<file path="config.mk">
export PLATFORM = sky130hd
export DESIGN_NAME = uart_tx_serializer
export DESIGN_NICKNAME = d
export VERILOG_FILES = /design/src/rtl/uart_pkg.sv /design/src/rtl/parity_d.sv /design/src/rtl/uart_tx_serializer.sv
export SDC_FILE = /design/constraint.sdc
export NUM_CORES = 1
export LEC_CHECK = 0
export BUFFER_PORTS_ARGS = -buffer_cell sky130_fd_sc_hd__buf_2
export CAP_MARGIN = 0
export CORE_MARGIN = 10
export CORE_UTILIZATION = 46
export DETAILED_ROUTE_END_ITERATION = 6
export PLACE_DENSITY = 0.59
export SETUP_SLACK_MARGIN = 0.05
export SLEW_MARGIN = 20
export SYNTH_ARGS = -nofsm -noshare
export SYNTH_HDL_FRONTEND = slang
export SYNTH_SLANG_ARGS = --single-unit
</file>
<file path="constraint.sdc">
create_clock -name clk -period 3.6 [get_ports clk]
set_input_delay 0.72 -clock clk [delete_from_list [all_inputs] [get_ports clk]]
set_output_delay 0.72 -clock clk [all_outputs]
set_load 0.02 [all_outputs]
</file>
<file path="src/rtl/uart_pkg.sv">
// Shared definitions for the UART transmit/receive slice: frame states,
// parity selectors and the width helper used to size bit-time counters.
package uart_pkg;

  typedef enum logic [2:0] {
    IDLE   = 3'd0,
    START  = 3'd1,
    DATA   = 3'd2,
    PARITY = 3'd3,
    STOP   = 3'd4
  } tx_state_t;

  localparam logic PARITY_EVEN = 1'b0;
  localparam logic PARITY_ODD  = 1'b1;

  // Bits needed to hold values 0..value-1; never below 1 so counters stay legal.
  function automatic int clog2(input int value);
    int width;
    width = 1;
    for (int i = 1; i < 32; i++) begin
      if ((1 << i) < value) width = i + 1;
    end
    return width;
  endfunction

endpackage

</file>
<file path="src/rtl/parity_d.sv">
// Parity generator shared by the TX and RX paths; combinational, so callers
// register the result wherever the word is captured.
module parity_d
  import uart_pkg::*;
#(
  parameter int DATA_BITS   = 8,
  parameter int PARITY_EN   = 1,
  parameter int PARITY_TYPE = 0
) (
  input  logic [DATA_BITS-1:0] data,
  output logic                 parity
);

  logic odd_sel;

  assign odd_sel = (PARITY_TYPE == int'(PARITY_ODD));
  assign parity  = (PARITY_EN != 0) ? ((^data) ^ odd_sel) : 1'b0;

endmodule

</file>
<file path="src/rtl/uart_tx_serializer.sv">
// UART frame serializer: start bit, LSB-first data, optional parity, stop
// bit(s). Bit timing comes from an internal cycle counter.
module uart_tx_serializer
  import uart_pkg::*;
#(
  parameter int DATA_BITS    = 8,
  parameter int PARITY_EN    = 1,
  parameter int PARITY_TYPE  = 0,
  parameter int STOP_BITS    = 1,
  parameter int CLKS_PER_BIT = 16
) (
  input  logic                 clk,
  input  logic                 rst_n,
  input  logic                 tx_valid,
  output logic                 tx_ready,
  input  logic [DATA_BITS-1:0] data_in,
  output logic                 tx,
  output logic                 tx_busy,
  output logic                 tx_done
);

  localparam int CNT_W = clog2(CLKS_PER_BIT);
  localparam int IDX_W = clog2(DATA_BITS + 1);
  localparam logic [CNT_W-1:0] CNT_LAST  = CNT_W'(CLKS_PER_BIT - 1);
  localparam logic [IDX_W-1:0] DATA_LAST = IDX_W'(DATA_BITS - 1);
  localparam logic [IDX_W-1:0] STOP_LAST = IDX_W'(STOP_BITS - 1);

  tx_state_t            state_reg, state_next;
  logic [CNT_W-1:0]     cnt_reg, cnt_next;
  logic [IDX_W-1:0]     bit_idx_reg, bit_idx_next;
  logic [DATA_BITS-1:0] shift_reg, shift_next;
  logic                 parity_reg, parity_next;
  logic                 tx_reg, tx_next;
  logic                 parity_w;
  logic                 bit_done;

  parity_d #(
    .DATA_BITS  (DATA_BITS),
    .PARITY_EN  (PARITY_EN),
    .PARITY_TYPE(PARITY_TYPE)
  ) u_parity (
    .data  (data_in),
    .parity(parity_w)
  );

  assign tx_ready = (state_reg == IDLE);
  assign tx_busy  = (state_reg != IDLE);
  assign bit_done = (cnt_reg == CNT_LAST);
  assign tx_done  = (state_reg == STOP) && bit_done && (bit_idx_reg == STOP_LAST);
  assign tx       = tx_reg;

  always_ff @(posedge clk or negedge rst_n) begin
    if (!rst_n) begin
      state_reg   <= IDLE;
      cnt_reg     <= '0;
      bit_idx_reg <= '0;
      shift_reg   <= '0;
      parity_reg  <= 1'b0;
      tx_reg      <= 1'b1;
    end else begin
      state_reg   <= state_next;
      cnt_reg     <= cnt_next;
      bit_idx_reg <= bit_idx_next;
      shift_reg   <= shift_next;
      parity_reg  <= parity_next;
      tx_reg      <= tx_next;
    end
  end

  always_comb begin
    state_next   = state_reg;
    bit_idx_next = bit_idx_reg;
    shift_next   = shift_reg;
    parity_next  = parity_reg;
    cnt_next     = (state_reg == IDLE || bit_done) ? '0 : cnt_reg + CNT_W'(1);

    case (state_reg)
      IDLE: begin
        if (tx_valid) begin
          state_next   = START;
          shift_next   = data_in;
          parity_next  = parity_w;
          bit_idx_next = '0;
        end
      end
      START: begin
        if (bit_done) begin
          state_next   = DATA;
          bit_idx_next = '0;
        end
      end
      DATA: begin
        if (bit_done) begin
          if (bit_idx_reg == DATA_LAST) begin
            state_next   = (PARITY_EN != 0) ? PARITY : STOP;
            bit_idx_next = '0;
          end else begin
            bit_idx_next = bit_idx_reg + IDX_W'(1);
            shift_next   = shift_reg >> 1;
          end
        end
      end
      PARITY: begin
        if (bit_done) begin
          state_next   = STOP;
          bit_idx_next = '0;
        end
      end
      STOP: begin
        if (bit_done) begin
          if (bit_idx_reg == STOP_LAST) begin
            state_next   = IDLE;
            bit_idx_next = '0;
          end else begin
            bit_idx_next = bit_idx_reg + IDX_W'(1);
          end
        end
      end
      default: state_next = IDLE;
    endcase
  end

  // The line level is a function of where the frame will be next cycle, so tx
  // is registered without adding a cycle of latency to any bit.
  always_comb begin
    tx_next = 1'b1;
    case (state_next)
      START:   tx_next = 1'b0;
      DATA:    tx_next = shift_next[0];
      PARITY:  tx_next = parity_next;
      default: tx_next = 1'b1;
    endcase
  end

endmodule

</file>
==> reports/metrics.yaml <==
mappedNetlistNets: 493
fin_crit_ns: 3.38
async_flop_share_pct: 100
timing.slew.headroom_pct: 34.3
clkSinkCount: 77
clockBufferDepth: 2
drt.antenna.violating_nets: 0
r2r_end: "bit_idx_reg[14]$_DFFE_PN0P_"
powerDensity_nw_per_um2: 342
port_buffers: 14
switching_share_pct: 22.2
p_seq_share_pct: 53.6
crit_required_ns: 2.88
slew_viol_final: 0
firstDrtPassIters: 4
synth_cell_types: 56
routed_wl_mm: 9.78
finalSetupViolCount: 0
synth_seq_area_share_pct: 44.5
wl_per_cell_um: 16.1
power.switching_uw: 359
route.detailed.drc: 0
holdBufCountCts: 0
vias_per_cell: 5.90
cp-start-kind: "register"
area_growth_pct: 8.92
synth-seq-cells: 77
hp-class: "reg -> reg"
overflow: 0
grt_max_degree: 78
r2r_slack_ns: 0.92
synth_ff_type: "dfrtp_1"
dr_total_vias: 3586
grt_pass1_wl_mm: 16.9
syn_area_um2: 4340
path_class: "reg -> out"
syn_avg_cell_area_um2: 9.05
grt_usage_pct: 15.3
drt_iter0_drc: 256
fin_worst_skew_ns: 0.0211
cts_tree: "done"
antenna_found_initial: 0
max_freq_mhz: 296
status: "finished, final reports clean"
initial_core_util_pct: 47.2
combPwrFrac_pct: 2.6
yosysWarnings: 0
ios: 15
cp-end-kind: "output port"
yosys.area.top_type: "dfrtp_1"
p_int_mw: 1.26
core_area_um2: 9200
cts_root_buf: "clkbuf_8"
min_period_over_period_pct: 94.0
rsz0062_at_grt: "no"
crit_path_end: "tx_done"
crit-reg2reg-launch: "bit_idx_reg[18]$_DFFE_PN0P_"
gp_congestion: 0.823
arrival_ns: 2.66
die_x_um: 117
yosysTopAreaCellShare_pct: 43.9
fin_setup_tns_ns: 0
worst_pin_slew_ns: 0.985
hold_viol_final: 0
ir_drop_mv: 0.195
clk_pin_slew_ns: 0.09
maxCapViolCount: 0
die_h_um: 117
yosys-top-cells-area: "dfrtp_1 44%, nand2_1 4.8%, xnor2_1 4.6%"
numCtsBuffers: 9
nets: 506
htree_levels: 3
drive_gt1_share_pct: 11.9
grt_pass1_vias: 3365
dieArea_um2: 13700
rows: 35
diodes: 0
critPathMaxFanout: 9
reg2regPathDepth: 6
clock_latency_ns: 0.37
synth_edf_count: 0
cellLeakagePower_nw: 1.96
clockPowerShare_pct: 43.7
num-fill-cells: 855
crit_path_start: "cnt_reg[29]$_DFF_PN0_"
synthCells: 479
hpwl_mm: 6.65
power_mw: 1.62
[critical path: stages (launching register included)]
cell	delay, ns
dfrtp_1	0.44
nor4_4	0.37
nand4_2	0.18
or3_4	0.41
or4_4	0.57
nor4_4	0.13
buf_2	0.20
[final cells by class]
class / count / area, um2 / area share, %
Multi-Input combinational cell: 373 / 2290 / 48.5
Clock inverter: 3 / 42.5 / 0.901
Inverter: 12 / 45.0 / 0.954
Sequential cell: 77 / 1930 / 40.8
Clock buffer: 13 / 169 / 3.58
Tap cell: 111 / 139 / 2.94
Timing Repair Buffer: 19 / 110 / 2.33
[routing by layer]
metal  vias to the layer above  wire (um)  global-route usage, %
li1                       1770          -                      -
met1                      1749       4900                   22.3
met2                        54       4370                   22.2
met3                        13        362                   2.96
met4                         0        149                   5.02
met5                         -          0                      0
[synthesized netlist by cell type, drive strengths merged (2+ instances only)]
| library cell | n |
|---|---|
| dfrtp | 76 |
| nand2 | 57 |
| nor2 | 48 |
| nand3 | 31 |
| o21ai | 31 |
| a21oi | 25 |
| xnor2 | 23 |
| nor4 | 21 |
| or3 | 18 |
| nor3 | 16 |
| and3 | 15 |
| nand4 | 15 |
| inv | 12 |
| xor2 | 12 |
| clkbuf | 10 |
| a22o | 7 |
| buf | 7 |
| o31ai | 7 |
| and4 | 5 |
| or4 | 5 |
| and2 | 4 |
| o31a | 4 |
| a2bb2oi | 3 |
| ha | 3 |
| nand2b | 3 |
| a211oi | 2 |
| a21boi | 2 |
| nor2b | 2 |
| o211ai | 2 |
| o2bb2ai | 2 |
| o41ai | 2 |
[power groups by stage]
| stage | Clock, mW | Combinational (mW) | Sequential, mW |
|---|---|---|---|
| detailed placement | 0 | 0.0446 | 0.884 |
| global placement | 0 | 0.0443 | 0.884 |
| finish | 0.707 | 0.0423 | 0.867 |
| global route | 0.768 | 0.0484 | 0.868 |
| floorplan | 0 | 0.0165 | 0.884 |
| CTS | 0.723 | 0.0446 | 0.867 |
[layout by cell type, fill, tap and decap left out, types with 3 or more instances in the layout]
| cell | instances |
|---|---|
| a21oi_1 | 25 |
| a22o_1 | 6 |
| a2bb2oi_1 | 3 |
| and2_1 | 4 |
| and3_1 | 14 |
| and4_1 | 4 |
| buf_2 | 13 |
| buf_4 | 6 |
| clkbuf_8 | 12 |
| dfrtp_1 | 76 |
| ha_1 | 3 |
| inv_1 | 12 |
| nand2_1 | 56 |
| nand2b_1 | 3 |
| nand3_1 | 31 |
| nand4_1 | 13 |
| nor2_1 | 45 |
| nor2_2 | 3 |
| nor3_1 | 15 |
| nor4_1 | 15 |
| nor4_2 | 4 |
| o21ai_0 | 26 |
| o21ai_1 | 5 |
| o31a_1 | 4 |
| o31ai_1 | 5 |
| or3_1 | 16 |
| or4_1 | 4 |
| xnor2_1 | 23 |
| xor2_1 | 12 |
[worst min path at each step]
stage / from / endpoint / slack [ns] / depth (start not counted)
finish: cnt_reg[0]$_DFF_PN0_ / cnt_reg[0]$_DFF_PN0_ / 0.46 / 1
global route: cnt_reg[0]$_DFF_PN0_ / cnt_reg[0]$_DFF_PN0_ / 0.52 / 1
CTS: cnt_reg[0]$_DFF_PN0_ / cnt_reg[0]$_DFF_PN0_ / 0.46 / 1
detailed placement: cnt_reg[0]$_DFF_PN0_ / cnt_reg[0]$_DFF_PN0_ / 0.45 / 1
global placement: cnt_reg[0]$_DFF_PN0_ / cnt_reg[0]$_DFF_PN0_ / 0.44 / 1
floorplan: rst_n / bit_idx_reg[0]$_DFFE_PN0P_ / 0.42 / 0
[through the flow]
step           instance area [um2]  worst slack (ns)  hold WS [ns]  util, %  instances
3_3_place_gp                  4500             0.553         0.437     48.9        592
5_1_grt                       4720            0.0774         0.518     51.4        608
6_report                      4720             0.217         0.462     51.4        608
3_5_place_dp                  4500             0.518         0.453     48.9        592
2_1_floorplan                 4340             0.723         0.424        -        479
4_1_cts                       4710             0.118         0.463     51.2        608
[what timing repair did]
item | in CTS | in global routing
setup endpoints to repair | 0 | 1
buffers inserted | 0 | 0
resized for setup | 0 | 1
[cells by family after synthesis]
group	synth area share [%]
fa+ha+maj	0.866
compound gates	14.3
xor+xnor	7.07
buf+inv	3.03
simple gates	30.3
flops	44.5
(Power assumes the default switching activity.)
